<file path="src/rtl/adder_err_monitor.sv">
// adder_err_monitor
//
// Error-evaluation stage for an approximate W-bit adder with a (W+1)-bit
// result. Each accepted sample is compared against the exact sum, and the
// error distance (ED) is accumulated into count, sum, and max statistics over
// a run of n_target samples. Results are held in DONE until the next start.
//
// Ports
//   clk        : clock, rising edge
//   rst        : synchronous active-high reset (clears everything)
//   start      : run start pulse, honoured in IDLE or DONE
//   n_target   : samples per run, latched on an accepted start
//   in_valid   : sample present this cycle
//   in_a/in_b  : operands (bit W-1 is the MSB)
//   in_sum     : approximate result (bit W is the carry out)
//   busy       : high in RUN and DRAIN
//   done       : high in DONE
//   n_samples  : samples accepted (saturating)
//   err_count  : samples with nonzero ED (saturating)
//   err_sum    : sum of ED (saturating)
//   err_max    : largest ED seen
//   max_a/b    : operands of the first sample reaching err_max
//
// Pipeline: input capture -> ED register -> accumulate. A sample accepted at
// edge t shows in the statistics after edge t+2, which is exactly when the
// two DRAIN cycles end and done rises.

module adder_err_monitor #(
    parameter int W     = 8,
    parameter int CNT_W = 16,
    parameter int SUM_W = 24
) (
    input  logic             clk,
    input  logic             rst,
    input  logic             start,
    input  logic [CNT_W-1:0] n_target,
    input  logic             in_valid,
    input  logic [W-1:0]     in_a,
    input  logic [W-1:0]     in_b,
    input  logic [W:0]       in_sum,
    output logic             busy,
    output logic             done,
    output logic [CNT_W-1:0] n_samples,
    output logic [CNT_W-1:0] err_count,
    output logic [SUM_W-1:0] err_sum,
    output logic [W:0]       err_max,
    output logic [W-1:0]     max_a,
    output logic [W-1:0]     max_b
);

    // Accumulator width wide enough for err_sum + ed without wrapping.
    localparam int AW = ((SUM_W > W + 1) ? SUM_W : W + 1) + 1;

    localparam logic [CNT_W-1:0] CNT_ONE = 1;
    localparam logic [CNT_W-1:0] CNT_MAX = '1;
    localparam logic [SUM_W-1:0] SUM_MAX = '1;
    localparam logic [W:0]       ED_ONE  = 1;

    typedef enum logic [1:0] {
        ST_IDLE,
        ST_RUN,
        ST_DRAIN,
        ST_DONE
    } state_t;

    state_t state;
    state_t state_next;

    logic [CNT_W-1:0] target_q;
    logic [CNT_W-1:0] acc_cnt;
    logic             drain_cnt;

    logic start_ok;
    logic accept;
    logic reach;

    // Stage 0: captured sample
    logic         s0_valid;
    logic [W-1:0] s0_a;
    logic [W-1:0] s0_b;
    logic [W:0]   s0_sum;

    // Stage 1: error distance
    logic         s1_valid;
    logic [W-1:0] s1_a;
    logic [W-1:0] s1_b;
    logic [W:0]   s1_ed;

    logic [W:0]    exact;
    logic [W+1:0]  diff;
    logic [W:0]    ed_c;
    logic [AW-1:0] sum_wide;
    logic [SUM_W-1:0] sum_sat;

    // ------------------------------------------------------------------
    // Control
    // ------------------------------------------------------------------
    always_comb begin
        start_ok = start && ((state == ST_IDLE) || (state == ST_DONE));
        accept   = (state == ST_RUN) && in_valid && (acc_cnt < target_q);
        // The equality term covers n_target = 0: leave RUN immediately.
        reach    = (state == ST_RUN) &&
                   ((acc_cnt == target_q) ||
                    (accept && ((acc_cnt + CNT_ONE) == target_q)));
    end

    // State register
    always_ff @(posedge clk) begin
        if (rst) begin
            state <= ST_IDLE;
        end else begin
            state <= state_next;
        end
    end

    // Next-state logic
    always_comb begin
        state_next = state;
        case (state)
            ST_IDLE:  if (start)     state_next = ST_RUN;
            ST_RUN:   if (reach)     state_next = ST_DRAIN;
            ST_DRAIN: if (drain_cnt) state_next = ST_DONE;
            ST_DONE:  if (start)     state_next = ST_RUN;
            default:                 state_next = ST_IDLE;
        endcase
    end

    // Output logic
    always_comb begin
        busy = (state == ST_RUN) || (state == ST_DRAIN);
        done = (state == ST_DONE);
    end

    // Run bookkeeping: target latch, accepted count, drain timer.
    always_ff @(posedge clk) begin
        if (rst) begin
            target_q  <= '0;
            acc_cnt   <= '0;
            drain_cnt <= 1'b0;
        end else begin
            drain_cnt <= (state == ST_DRAIN) ? ~drain_cnt : 1'b0;
            if (start_ok) begin
                target_q <= n_target;
                acc_cnt  <= '0;
            end else if (accept) begin
                acc_cnt <= acc_cnt + CNT_ONE;
            end
        end
    end

    // ------------------------------------------------------------------
    // Stage 0: sample capture
    // ------------------------------------------------------------------
    always_ff @(posedge clk) begin
        if (rst) begin
            s0_valid <= 1'b0;
            s0_a     <= '0;
            s0_b     <= '0;
            s0_sum   <= '0;
        end else begin
            s0_valid <= accept;
            if (accept) begin
                s0_a   <= in_a;
                s0_b   <= in_b;
                s0_sum <= in_sum;
            end
        end
    end

    // ------------------------------------------------------------------
    // Stage 1: exact sum and |exact - approx|
    // ------------------------------------------------------------------
    always_comb begin
        exact = {1'b0, s0_a} + {1'b0, s0_b};
        diff  = {1'b0, exact} - {1'b0, s0_sum};
        // Magnitude always fits in W+1 bits, so negate only the low bits.
        ed_c  = diff[W+1] ? ((~diff[W:0]) + ED_ONE) : diff[W:0];
    end

    always_ff @(posedge clk) begin
        if (rst) begin
            s1_valid <= 1'b0;
            s1_a     <= '0;
            s1_b     <= '0;
            s1_ed    <= '0;
        end else begin
            s1_valid <= s0_valid;
            if (s0_valid) begin
                s1_a  <= s0_a;
                s1_b  <= s0_b;
                s1_ed <= ed_c;
            end
        end
    end

    // ------------------------------------------------------------------
    // Stage 2: accumulate
    // ------------------------------------------------------------------
    always_comb begin
        sum_wide = AW'(err_sum) + AW'(s1_ed);
        sum_sat  = (sum_wide > AW'(SUM_MAX)) ? SUM_MAX : sum_wide[SUM_W-1:0];
    end

    always_ff @(posedge clk) begin
        if (rst || start_ok) begin
            n_samples <= '0;
            err_count <= '0;
            err_sum   <= '0;
            err_max   <= '0;
            max_a     <= '0;
            max_b     <= '0;
        end else if (s1_valid) begin
            if (n_samples != CNT_MAX) begin
                n_samples <= n_samples + CNT_ONE;
            end
            if ((s1_ed != '0) && (err_count != CNT_MAX)) begin
                err_count <= err_count + CNT_ONE;
            end
            err_sum <= sum_sat;
            // Strictly greater: a tie keeps the first sample's operands.
            if (s1_ed > err_max) begin
                err_max <= s1_ed;
                max_a   <= s1_a;
                max_b   <= s1_b;
            end
        end
    end

endmodule

</file>
<file path="config.mk">
export PLATFORM = sky130hd
export DESIGN_NAME = adder_err_monitor
export DESIGN_NICKNAME = d
export VERILOG_FILES = /design/src/rtl/adder_err_monitor.sv
export SDC_FILE = /design/constraint.sdc
export NUM_CORES = 1
export LEC_CHECK = 0
export CAP_MARGIN = 20
export CORE_AREA = 2 2 133 135
export CTS_CLUSTER_SIZE = 40
export DETAILED_ROUTE_END_ITERATION = 12
export DIE_AREA = 0 0 135 137
export GPL_TIMING_DRIVEN = 1
export PLACE_DENSITY = 0.79
export SLEW_MARGIN = 20
export SYNTH_ARGS = -nofsm -noshare
export SYNTH_HDL_FRONTEND = slang
export SYNTH_SLANG_ARGS = --single-unit
</file>
<file path="constraint.sdc">
create_clock -name clk -period 7.2 [get_ports clk]
set_input_delay 0.72 -clock clk [delete_from_list [all_inputs] [get_ports clk]]
set_output_delay 0.72 -clock clk [all_outputs]
set_load 0.02 [all_outputs]
</file>
==> Word-level counts from Yosys, hierarchy flattened <==
Index checks and enable logic that the tools add are counted.
{ "totals": {"register_bits": 168, "input_bits": 45, "output_inout_bits": 83, "elab_cells": 66} }
{ "op_classes": {"addsub": 7, "magnitude_cmp": 3, "eq_ne": 10, "mux": 6, "bitwise_logic": 3, "n_reduce_logical": 19} }
{ "ops": {"columns": ["op", "n"], "rows": [
  ["$add A16 B1 Y16 const B", 3],
  ["$eq A16 B16 Y1", 2],
  ["$ne A16 B16 Y1 const B", 2],
  ["$add A24 B9 Y25", 1],
  ["$gt A25 B24 Y1 const B", 1],
  ["$mux W24", 1],
  ["$lt A16 B16 Y1", 1],
  ["$sub A9 B9 Y10", 1],
  ["$add A8 B8 Y9", 1],
  ["$add A9 B1 Y9 const B", 1],
  ["$gt A9 B9 Y1", 1],
  ["$mux W9", 1],
  ["$not A9 Y9", 1],
  ["$reduce_bool A9 Y1", 1],
  ["$logic_and A1 B1 Y1", 6],
  ["$mux W2", 3],
  ["$pmux W2 S3", 1],
  ["$reduce_and A2 Y1", 3],
  ["$reduce_or A2 Y1", 3],
  ["$eq A2 B2 Y1 const B", 2],
  ["$logic_or A1 B1 Y1", 4],
  ["$ne A2 B2 Y1 const B", 2],
  ["$reduce_and A3 Y1", 1],
  ["$eq A2 B1 Y1 const B", 1],
  ["other kinds (3)", 4]
]} }

==> Depth between registers and ports, before layout <==
Gate-level depths: netlist of run 1.
{ "depth": {"word_depth": 8, "depth_mapped": 12, "ltp_nobuf": 12} }

==> Worst setup path before layout of run 1 <==
No wires, ideal clock.
{ "synth_path": {"kind": "register to register", "startpoint": "reg s0_a[1]", "endpoint": "reg s1_ed[8]", "setup_time_ns": 0.086, "arrival_ns": 3.038, "required_ns": 7.114, "slack_ns": 4.076, "stages_incl_launch_ff": 12, "path_buffers": 0, "synth_period_minus_slack_ns": 3.124, "path_cell_list": "dfxtp_1 -> inv_1 -> fa_1 -> inv_1 -> fa_1 -> a211oi_1 -> nor2_1 -> xor2_1 -> or3_1 -> o41ai_1 -> xnor2_1 -> a211oi_1"} }
{ "synth_via": {"elab_chain_cells": 5} }
{ "synth_lines": {"columns": ["item", "line_no", "rtl"], "rows": [
  ["start: declaration", "79", "logic [W-1:0] s0_a;"],
  ["start signal: assignment", "163", "s0_a <= in_a;"],
  ["$add A8 B8 Y9 (*)", "174", "exact = {1'b0, s0_a} + {1'b0, s0_b};"],
  ["$sub A9 B9 Y10 (*)", "175", "diff = {1'b0, exact} - {1'b0, s0_sum};"],
  ["$not A9 Y9", "177", "ed_c = diff[W+1] ? ((~diff[W:0]) + ED_ONE) : diff[W:0];"],
  ["$add A9 B1 Y9", "177", null],
  ["$mux W9 (*)", "177", null],
  ["end signal: assignment", "185", "s1_ed <= '0;"],
  ["end signal: assignment", "191", "s1_ed <= ed_c;"],
  ["end: declaration", "87", "logic [W:0] s1_ed;"]
]} }
Mark *: on every way between the ends. The rest lies on a longest branch, timed or not.
A chain may end at the register's enable or synchronous reset.

==> Worst setup path in the final report of run 1 <==
{ "layout_path": {"startpoint": "reg s1_ed[0]", "endpoint": "reg err_sum[19]"} }
{ "layout_via": {"elab_chain_cells": 3} }
{ "layout_lines": {"columns": ["item", "line_no", "rtl"], "rows": [
  ["$add A24 B9 Y25 (*)", "200", "sum_wide = AW'(err_sum) + AW'(s1_ed);"],
  ["$gt A25 B24 Y1", "201", "sum_sat = (sum_wide > AW'(SUM_MAX)) ? SUM_MAX : sum_wide[SUM_W-1:0];"],
  ["$mux W24 (*)", "201", null],
  ["end signal: assignment", "219", "err_sum <= sum_sat;"],
  ["end: declaration", "45", "output logic [SUM_W-1:0] err_sum,"]
]} }
Marks and branches as above.

==> summary.md, run 1 <==
| Metric | Value |
|---|---|
| Fmax achieved | `279 MHz` |
| Top cells by area, synth | `dfxtp_1 38%, ha_1 7.3%, mux2i_1 5.7%, nor2_1 4.9%, a21oi_1 4.8%` |
| Final non-filler cell area | `10800 sq um` |
| Min-delay worst type | `reg2reg` |
| Startpoint Class | `flip-flop` |
| CP max FO | `19` |
| Crit path from | `s1_ed[0]` |
| Final Hold Viols | `0` |
| Critical-path top delay cell | `a211oi_1` |
| Initial Utilization | `51.4%` |
| Final slew viol count | `0` |
| H-Tree Depth | `4` |
| Root Driver | `clkbuf_16` |
| Initial DRC Count | `510` |
| Drc violations | `0` |
| Total Routing Usage GR | `21.8%` |
| HPWL reported at the end of detailed placement | `14000 um` |
| RR Endpoint | `err_sum[19]` |
| Die area | `18500 sq um` |
| Row count | `48` |
| Post-CTS Setup Bufs | `0` |
| CP cell instances | `ha_1, inv_1, fa_1, nor2b_1, o31a_1, o311a_1, o211ai_1, a211oi_1, nand2_1, a311oi_1` |
| Die Y | `137 um` |
| Post-route setup slack | `3620 ps` |
| R2R Setup Slk | `3620 ps` |
| Number of synthesized flops with an enable pin | `0` |
| Post-Synthesis Cells | `1031` |
| Top cell type by total area after synthesis | `dfxtp_1` |
| Final min period | `3580 ps` |
| WL final | `19700 um` |
| Tcrit/Tclk final | `49.7%` |
| Core Region | `17100 sq um` |
| Yosys top cell area share | `38.3%` |
| Die width | `135 um` |
| Syn_area_per_cell | `8.51 sq um` |
| Maximum vdd ir drop | `207 uV` |
| Layout area overhead | `23.6%` |
| Syn. warnings | `0` |
| Most used DFF post-synth | `dfxtp_1` |
| DR pass1 iterations | `6` |
| Async SR Flop Fraction | `0%` |
| Fin Setup TNS | `0 ps` |
| Worst Reg-to-Reg Cells | `10` |
| Maxcap violations | `0` |
| Syn nets | `1136` |
| FF-to-FF Start | `s1_ed[0]` |
| Routed vias | `7425` |
| Worst Setup EP | `err_sum[19]` |
| Crit path kind | `reg2reg` |
| Pre-CTS setup slack | `3640 ps` |
| Clock Sink Count | `168` |
| RSZ-0062 raised after global routing | `no` |
| Routed WL per cell | `14.4 um` |
| Library cells used by synthesis | `59` |
| Max transition margin | `31.5%` |
| Final setup violation count | `0` |
| Detail Route Antenna Nets | `0` |
| Clock Latency Late Sink | `420 ps` |
| Final Util | `63.6%` |
| Cell area after placement | `10200 sq um` |
| Worst-Margin Slew | `1020 ps` |
| Worst path depth | `10` |
| Initial antenna violation count | `0` |
| Largest net degree at the start of global routing | `98` |
| IO buf count | `127` |
| Yosys reg bits | `168` |
| Vias in the first global route | `6887` |
| Clock Path Buffers | `2` |
| Status | `complete, no violations` |
| Leakage power | `0.00409 uW` |
| Final clock skew | `6.83 ps` |
| Cts hold-fix bufs | `0` |
| GPL Wtd Cong | `0.898` |
| Syn Std Cell Area | `8770 sq um` |
| Nets@finish | `1240` |
| WP data arrival | `3910 ps` |
| CTS tree | `built` |
| Seq/Total Area, Yosys | `38.3%` |
| Fillcell total | `1465` |
| PD cells | `280 nW/um^2` |
| WP buf/inv | `1` |
| Final Power | `3030 uW` |
| Crit-path max cell delay | `680 ps` |
| Layout cells sized above 1 | `4.97%` |
| PostCTS Resize Cnt | `0` |
| GRT overflow | `0` |
| I/O pins | `128` |
| Critical Path RT | `7530 ps` |
| Largest delay share family, worst path | `compound AO/OA/AOI/OAI gates` |
| Num CTS Buffers | `17` |
| Reg clk slew, reported paths | `60 ps` |
| Vias/cell | `5.41` |
| CP Capture Type | `flip-flop` |
| Number of inserted diodes | `0` |
| First-pass GRT wire length | `33000 um` |
-- worst min-delay path, delay by kind of cell (launching register included) --
family | cells | cell delay [ps]
flip-flops | 1 | 310
AND/OR/NAND/NOR | 1 | 60
AO/OA/AOI/OAI | 1 | 50
-- how the worst min path moves through the flow --
stage	from	end	slack, ps	cells past startpoint
4_1_cts	max_a[5]	max_a[5]	470	2
2_1_floorplan	target_q[0]	target_q[0]	440	2
5_1_grt	max_a[7]	max_a[7]	490	2
6_report	max_a[6]	max_a[6]	460	2
3_3_place_gp	max_b[2]	max_b[2]	460	2
3_5_place_dp	max_a[5]	max_a[5]	460	2
-- registers in the layout, indices dropped and copies added, names as in the netlist, 9 cells and up --
name       flops
n_samples     16
target_q      16
acc_cnt       16
err_max        9
err_count     16
s1_ed          9
err_sum       24
s0_sum         9
-- kinds of logic after synthesis --
family                   after synthesis  share of synthesized area (%)
AND/OR/NAND/NOR                      341                           18.4
multiplexers                          52                           5.96
XOR/XNOR                              84                           8.39
adder cells (fa/ha/maj)               60                           9.33
flip-flops                           168                           38.3
buffers and inverters                125                           5.62
AO/OA/AOI/OAI                        201                           14.0
-- metal layers --
metal	track usage (%)	share of wire [%]	vias up
met5	0	0	-
met1	29.8	47	3459
met2	35.9	47	175
met3	4.00	4.8	23
li1	-	-	3768
met4	5.56	1.3	0
-- Yosys cell counts, types with 3 or more instances --
library cell  count
dfxtp_1         168
nor2_1          115
a21oi_1          84
nand2_1          78
inv_1            77
ha_1             51
mux2i_1          50
nand3_1          50
o21ai_0          50
xnor2_1          44
xor2_1           40
clkbuf_1         39
nand4_1          19
nor3_1           17
a211oi_1         13
and3_1           10
nor2b_1          10
fa_1              9
o21a_1            9
or3_1             9
a21o_1            6
a31oi_1           6
nor4_1            6
nand2b_1          5
and4_1            4
buf_1             4
o2111ai_1         4
o41ai_1           4
or2_2             4
a2111oi_0         3
and2_1            3
o211ai_1          3
o31ai_1           3
-- where the power goes --
group          switching [uW]  leakage, uW  internal (uW)
clock                     385     0.000315            594
combinational             594      0.00241            420
sequential               57.9      0.00136            983
-- stage by stage --
stage / instances / hold slack, ps
final: 1373 / 465
after global routing: 1373 / 486
after CTS: 1372 / 470
after detailed placement: 1340 / 461
after global placement: 1340 / 456
after floorplan: 1031 / 441
-- placed cells by master, fill, tap and decap left out, types with 5 or more instances in the layout --
cell and count:
or3_1 9, nor3_1 17, and3_1 10, nor4_1 6
clkdlybuf4s50_1 126, nand2_1 78, xor2_1 40, nand4_1 19
nand3_1 49, clkbuf_16 17, o21ai_0 50, a211oi_1 13
mux2i_1 50, fa_1 9, nor2b_1 10, a31oi_1 6
o21a_1 9, dfxtp_1 168, a21o_1 6, nor2_1 115
a21oi_1 83, buf_4 5, xnor2_1 44, inv_1 77
ha_1 51
-- layout make-up --
| cell class | count | area [sq um] | share of cell area (%) |
|---|---|---|---|
| inverter | 77 | 289 | 2.67 |
| tap | 225 | 282 | 2.60 |
| sequential | 168 | 3360 | 31.0 |
| clock inverter | 14 | 196 | 1.81 |
| timing repair buffer | 133 | 1320 | 12.2 |
| clock buffer | 18 | 439 | 4.05 |
| multi-input combinational | 738 | 4950 | 45.6 |
(Power assumes the default switching activity.)
==> run 2, diff against run 1 <==
- CORE_AREA: 2 2 133 135 -> 2 2 136 138
- DIE_AREA: 0 0 135 137 -> 0 0 138 140
- clock period: 7.2 -> 2.9 ns (I/O delays scaled with it)
==> summary.md, run 2 (same netlist as run 1, synthesis figures left out) <==
| Metric | Value |
|---|---|
| Most common cell after layout, fill and taps aside | `dfxtp_1` |
| CTS tree | `built` |
| PD cells | `731 nW/um^2` |
| Routed vias | `7742` |
| Detail Route Antenna Nets | `0` |
| Most frequent cells in the layout | `164 x dfxtp_1, 126 x clkdlybuf4s50_1, 115 x nor2_1` |
| Fin Setup TNS | `-158 ps` |
| Final setup violation count | `2` |
| Final slew viol count | `0` |
| IO buf count | `127` |
| Clk network pwr share | `29.3%` |
| WL final | `21500 um` |
| Die area | `19300 sq um` |
| Nets@finish | `1288` |
| Root Driver | `clkbuf_16` |
| Clock Path Buffers | `2` |
| Layout area overhead | `28.8%` |
| RSZ-0062 raised after global routing | `yes` |
| Failing checks | `setup timing` |
| Max FFs per register | `24` |
| Final Power | `8260 uW` |
| Fillcell total | `1497` |
| Largest delay share family, worst path | `adder cells` |
| Maximum vdd ir drop | `600 uV` |
| Crit path kind | `reg2reg` |
| Worst-Margin Slew | `868 ps` |
| Maxcap violations | `0` |
| Die width | `138 um` |
| Sw frac | `34.3%` |
| CP max FO | `3` |
| Crit-path max cell delay | `550 ps` |
| Vias/cell | `5.44` |
| Post-route setup slack | `-82.2 ps` |
| WP data arrival | `3260 ps` |
| I/O pins | `128` |
| H-Tree Depth | `4` |
| Psw | `2840 uW` |
| Leakage power | `0.00434 uW` |
| WP buf/inv | `3` |
| Reg clk slew, reported paths | `70 ps` |
| Clock Latency Late Sink | `430 ps` |
| Final Hold Viols | `0` |
| Initial DRC Count | `400` |
| Row count | `49` |
| Largest net degree at the start of global routing | `74` |
| Number of inserted diodes | `0` |
| Combinational fraction of design power | `39.6%` |
| Max transition margin | `42.0%` |
| Total Routing Usage GR | `21.9%` |
| Final min period | `2980 ps` |
| Cts hold-fix bufs | `0` |
| First-pass GRT wire length | `35100 um` |
| Critical-path top delay cell | `fa_1` |
| Drc violations | `0` |
| CP Capture Type | `flip-flop` |
| Seq pwr share | `31.1%` |
| Layout cells sized above 1 | `10.2%` |
| Num CTS Buffers | `17` |
| Final non-filler cell area | `11300 sq um` |
| Worst hold slack | `403 ps` |
| CP cell instances | `inv_2, fa_1, inv_2, fa_2, a211oi_2, nor2_1, xor2_1, or3_4, buf_4, o31ai_4, xor2_1, a211oi_1` |
| GPL Wtd Cong | `0.890` |
| Routed WL per cell | `15.1 um` |
| Tcrit/Tclk final | `103%` |
| GRT overflow | `0` |
| Fmax achieved | `335 MHz` |
| Core Region | `17800 sq um` |
| Critical Path RT | `3170 ps` |
| Initial Utilization | `49.3%` |
| Startpoint Class | `flip-flop` |
| Clock Sink Count | `168` |
| Final clock skew | `14.7 ps` |
| Status | `complete, but fails checks` |
| Top reg by flops | `err_sum` |
| HPWL reported at the end of detailed placement | `14900 um` |
| Pint | `5420 uW` |
| Vias in the first global route | `7116` |
| Cell area after placement | `10600 sq um` |
| Initial antenna violation count | `0` |
| DR pass1 iterations | `5` |
| Die Y | `140 um` |
| Min-delay worst type | `in2reg` |
run 2: changes by cell type in the layout (fill, tap and decap cells not counted), moves of 3 or more:
cell | previous run | this run
buf_4 | 5 | 52
dfxtp_1 | 168 | 164
dfxtp_2 | 0 | 4
ha_1 | 51 | 48
inv_1 | 77 | 74
inv_2 | 0 | 3
run 2: final timing paths:
check	cells after the start	slack, ps	from	endpoint
min	3	400	n_target[12]	target_q[12]
min reg2reg	2	470	max_b[0]	max_b[0]
max	12	-80	s0_b[1]	s1_ed[7]
max reg2reg	12	-80	s0_b[1]	s1_ed[7]
run 2: per-layer routing:
layer | routed length [um] | up-vias | GRT usage (%) | part of all wire, %
li1 | - | 3865 | - | -
met1 | 10000 | 3638 | 29.3 | 47
met2 | 10200 | 204 | 36.6 | 48
met3 | 900 | 35 | 3.38 | 4.2
met5 | 0 | - | 0 | 0
met4 | 372 | 0 | 6.66 | 1.7
run 2: final cells by class:
type,count,area (sq um),share of cell area (%)
tap,229,287,2.54
clock buffer,21,460,4.07
sequential,168,3370,29.8
timing repair buffer,181,1700,15.0
multi-input combinational,738,5030,44.5
inverter,77,289,2.56
clock inverter,10,168,1.48
run 2: power groups by stage:
stage	combinational, uW	clock (uW)	sequential, uW
after CTS	2950	2450	2560
after global placement	2680	0	2610
after global routing	3580	2560	2580
final	3270	2420	2570
after floorplan	2030	0	2580
after detailed placement	2770	0	2620
run 2: worst min-delay path, delay by kind of cell:
family          cells  cell delay [ps]
compound gates      1               50
buf+inv             1              390
simple gates        1               50
run 2: through the flow:
stage	cells	setup WS (ps)	util, %
global route	1424	-200	63.6
finish	1424	-82.2	63.6
global placement	1387	-23.4	59.4
detailed placement	1387	-74.2	59.4
floorplan	1031	5.29	-
CTS	1420	-9.05	63.1
run 2: timing repair:
action / in CTS / in global routing
gates cloned: 0 / 1
endpoints found under the setup margin: 3 / 29
gates resized for setup: 4 / 18
setup buffers: 2 / 3
pin swaps: 3 / 12
==> run 3, diff against run 2 <==
- CORE_AREA: 2 2 136 138 -> 2 2 174 176
- DIE_AREA: 0 0 138 140 -> 0 0 176 178
- PLACE_DENSITY: 0.79 -> 0.54
==> summary.md, run 3 (same netlist as run 1, synthesis figures left out) <==
| Metric | Value |
|---|---|
| Die Y | `178 um` |
| Initial Utilization | `29.8%` |
| Maximum vdd ir drop | `558 uV` |
| PD cells | `707 nW/um^2` |
| Layout cells sized above 1 | `11.5%` |
| CTS tree | `built` |
| Total placed cells including tap cells | `1552` |
| WP data arrival | `3220 ps` |
| Maxcap violations | `0` |
| GPL Wtd Cong | `0.809` |
| CP max FO | `3` |
| Leakage power | `0.00434 uW` |
| Final Power | `8170 uW` |
| Layout area overhead | `31.6%` |
| Crit path kind | `reg2reg` |
| Final Hold Viols | `0` |
| Most common cell after layout, fill and taps aside | `dfxtp_1` |
| Initial antenna violation count | `0` |
| Max transition margin | `39.1%` |
| Final slew viol count | `0` |
| Clock Sink Count | `168` |
| IO buf count | `127` |
| Die area | `31300 sq um` |
| Critical-path top delay cell | `fa_1` |
| Vias in the first global route | `7177` |
| I/O pins | `128` |
| Clock Latency Late Sink | `430 ps` |
| Largest net degree at the start of global routing | `57` |
| Final min period | `2930 ps` |
| CP Capture Type | `flip-flop` |
| Failing checks | `setup timing` |
| RSZ-0062 raised after global routing | `yes` |
| Nets@finish | `1293` |
| Routed WL per cell | `14.8 um` |
| Core Region | `29400 sq um` |
| Initial DRC Count | `421` |
| HPWL reported at the end of detailed placement | `17000 um` |
| Num CTS Buffers | `17` |
| Total Routing Usage GR | `15.1%` |
| Startpoint Class | `flip-flop` |
| Clock Path Buffers | `2` |
| Fillcell total | `2966` |
| Most frequent cells in the layout | `163 x dfxtp_1, 126 x clkdlybuf4s50_1, 115 x nor2_1` |
| Top reg by flops | `err_sum` |
| Reg clk slew, reported paths | `70 ps` |
| Worst hold slack | `222 ps` |
| WL final | `23600 um` |
| Fmax achieved | `341 MHz` |
| Row count | `63` |
| Die width | `176 um` |
| Number of inserted diodes | `0` |
| Final Non-Filler Cells | `1591` |
| Max FFs per register | `24` |
| Critical Path RT | `3190 ps` |
| Vias/cell | `4.75` |
| Detail Route Antenna Nets | `0` |
| Post-route setup slack | `-32.6 ps` |
| DR pass1 iterations | `5` |
| Root Driver | `clkbuf_16` |
| Final setup violation count | `1` |
| Sequential Area | `3370 sq um` |
| Routed vias | `7557` |
| Crit-path max cell delay | `540 ps` |
| First-pass GRT wire length | `37600 um` |
| Cts hold-fix bufs | `0` |
| Min-delay worst type | `in2reg` |
| GRT overflow | `0` |
| Final clock skew | `17.0 ps` |
| Tcrit/Tclk final | `101%` |
| Worst-Margin Slew | `912 ps` |
| H-Tree Depth | `4` |
| CP cell instances | `inv_2, fa_1, inv_2, fa_2, a211oi_2, buf_4, o21ai_2, a21oi_2, xnor2_2, buf_4, o31ai_4, xor2_1, a211oi_1` |
| Drc violations | `0` |
| Status | `complete, but fails checks` |
| Multi-input logic area | `5110 sq um` |
## run 3: changes by cell type in the layout (fill, tap and decap cells not counted), moves of 3 or more
cell | previous run | this run
clkinvlp_4 | 1 | 5
ha_1 | 48 | 45
bufinv_16 | 4 | 0
buf_4 | 52 | 56
ha_4 | 1 | 4
## run 3: cell type report
| type | instances | share of cell area, % |
|---|---|---|
| Clock inverter | 10 | 0.726 |
| Inverter | 77 | 2.50 |
| Sequential cell | 168 | 29.2 |
| Tap cell | 390 | 4.23 |
| Clock buffer | 22 | 4.11 |
| Multi-Input combinational cell | 738 | 44.3 |
| Timing Repair Buffer | 186 | 15.0 |
## run 3: path summary, 6_finish.rpt
check        depth (start not counted)     start     endpoint  slack, ps
max                                 13   s0_a[1]     s1_ed[7]        -30
min                                  2       rst  target_q[4]        220
max reg2reg                         13   s0_a[1]     s1_ed[7]        -30
min reg2reg                          2  max_b[7]     max_b[7]        470
## run 3: critical path, delay by kind of cell (launching register included)
kind                     cells  cell delay (ps)
XOR/XNOR                     2              310
flip-flops                   1              330
AO/OA/AOI/OAI                5              850
buffers and inverters        4              420
adder cells (fa/ha/maj)      2              880
## run 3: timing repair
action	4_1_cts	5_1_grt
cloned	0	1
gates resized for setup	8	23
setup endpoints to repair	3	13
setup buffers	1	5
pin swaps	9	13
## run 3: power breakdown
| part | total, uW | switching [uW] | internal (uW) |
|---|---|---|---|
| Clock | 2190 | 1010 | 1180 |
| Combinational | 3410 | 1830 | 1580 |
| Sequential | 2560 | 123 | 2440 |
## run 3: metal layers
layer | vias up | track usage (%) | part of all wire, %
met5 | - | 0 | 0
met4 | 0 | 4.79 | 1.1
met3 | 16 | 2.41 | 3.1
met2 | 132 | 23.2 | 44
met1 | 3544 | 21.5 | 52
li1 | 3865 | - | -
## run 3: per-stage QoR
| stage | cell area [sq um] | TNS (ps) | setup WS (ps) | utilization, % |
|---|---|---|---|---|
| 6_report | 11500 | -32.6 | -32.6 | 39.3 |
| 5_1_grt | 11500 | -299 | -106 | 39.3 |
| 3_5_place_dp | 10800 | -124 | -66.8 | 36.7 |
| 4_1_cts | 11400 | 0 | 0.160 | 38.8 |
| 3_3_place_gp | 10800 | -47.6 | -31.2 | 36.7 |
| 2_1_floorplan | 8800 | 0 | 5.29 | - |
==> RTL change (settings of run 2) <==
Set the parameter `W` to 10 (it was 8).
--- a/src/rtl/adder_err_monitor.sv
+++ b/src/rtl/adder_err_monitor.sv
@@ -28,3 +28,3 @@
 module adder_err_monitor #(
-    parameter int W     = 8,
+    parameter int W     = 10,
     parameter int CNT_W = 16,
Ports: changed (6 resized); port bits go from 128 to 140. No check against the original RTL was run, so the function may have changed too.
==> RTL change against run 2 <==
- the run still ends with setup timing left
- area after synthesis is 12% higher
- design area is 12% higher
- sequential cell count is 18 higher
- routed wire length is 10% higher
- first-iteration DRC count is 19% higher
- power is 25% higher
- worst setup slack worse by 0.10 ns
- core utilization is 7.9 points higher
- critical path type unchanged
- largest cell class unchanged
- largest power group unchanged
==> RTL change: results (changes against run 2) <==
Synth
  – Post-synthesis mux area share: 0.0915 (was 0.0596)
  – Distinct cells, synth: 69 (was 59)
  – Register area share after synthesis: 0.378 (was 0.383)
  – Mapped Nets: 1261 (was 1136)
  – Post-Synth Adder-Cell Area: 0.0948 (was 0.0933)

Drt
  – DR iter-0 viols: 476 (was 400)
  – Drt via density: 5.49 (was 5.44)

Worst setup path
  – R2R Path Start: s0_b[2] (was s0_b[1])
  – Data arrival time of the worst path: 3.43 ns (was 3.26 ns)
  – Reg2reg end: s1_ed[10] (was s1_ed[7])
  – R2R depth: 13 (was 12)

Timing
  – Fin worst setup slack: -0.187 ns (was -0.0822 ns)
  – Worst Tran Pin Value: 0.889 ns (was 0.868 ns)
  – Setup violators final: 6 (was 2)
  – Fin Setup TNS: -0.602 ns (was -0.158 ns)

Placed design
  – DP Area: 0.0118 mm² (was 0.0106 mm²)
  – Pre-CTS worst setup slack: -0.184 ns (was -0.0742 ns)
  – Post-DP HPWL: 16.9 mm (was 14.9 mm)
  – Port bufs: 139 (was 127)
  – Gpl congestion: 0.889 (was 0.890)

Cells and area
  – Post-route insts no fill: 1553 (was 1424)
  – Nets: 1429 (was 1288)
  – Filler instances: 1341 (was 1497)

Outcome
  – Failing checks: setup timing (unchanged)
  – Status: complete, but fails checks (unchanged)

Global routing
  – Vias in the first global route: 8168 (was 7116)
  – GRT Resource Usage Total: 0.243 (was 0.219)
  – First-pass GRT wire length: 39.2 mm (was 35.1 mm)

Power and ir drop
  – Leak: 5.08 nW (was 4.34 nW)
-- RTL change: cell count changes in the layout (fill, tap and decap cells not counted), sizes merged, moves of 9 or more --
| cell | delta |
|---|---|
| nor2 | +58 |
| mux2i | +40 |
| a21oi | -30 |
| nand3 | -22 |
| dfxtp | +18 |
| clkdlybuf4s50 | +12 |
| a31oi | +9 |
-- RTL change: layout make-up --
cell class | instances | area share
Tap cell | 229 | 0.0226
Multi-Input combinational cell | 823 | 0.465
Clock inverter | 13 | 0.0112
Inverter | 81 | 0.0239
Timing Repair Buffer | 201 | 0.149
Antenna cell | 2 | 0.000394
Sequential cell | 186 | 0.294
Clock buffer | 18 | 0.0338
-- RTL change: how the worst max path moves through the flow --
stage,startpoint,end,slack [ns],depth (start not counted)
after detailed placement,s0_b[1],s1_ed[10],-0.18,11
after CTS,s0_b[2],s1_ed[9],-0.16,12
final,s0_b[2],s1_ed[10],-0.19,13
after global placement,s0_a[4],s1_ed[10],-0.13,12
after floorplan,s0_b[1],s1_ed[9],-0.03,12
after global routing,s0_b[1],s1_ed[10],-0.33,12
-- RTL change: power by group through the flow --
stage	clock, mW	combinational (mW)	sequential [mW]
2_1_floorplan	0	2.96	2.91
3_3_place_gp	0	4.01	2.95
3_5_place_dp	0	4.10	2.96
4_1_cts	2.34	4.33	2.91
5_1_grt	2.46	5.59	2.94
6_report	2.30	5.13	2.91
-- RTL change: routing by layer --
layer	track usage	part of all wire
met1	0.311	0.45
met2	0.401	0.47
met3	0.0670	0.063
met4	0.0747	0.021
met5	0	0.00051
-- RTL change: timing repair --
item,in CTS,in global routing
gates resized for setup,17,49
pin swaps,8,15
endpoints found under the setup margin,8,10
hold buffers,0,0
buffers inserted,1,5
cloned,0,1
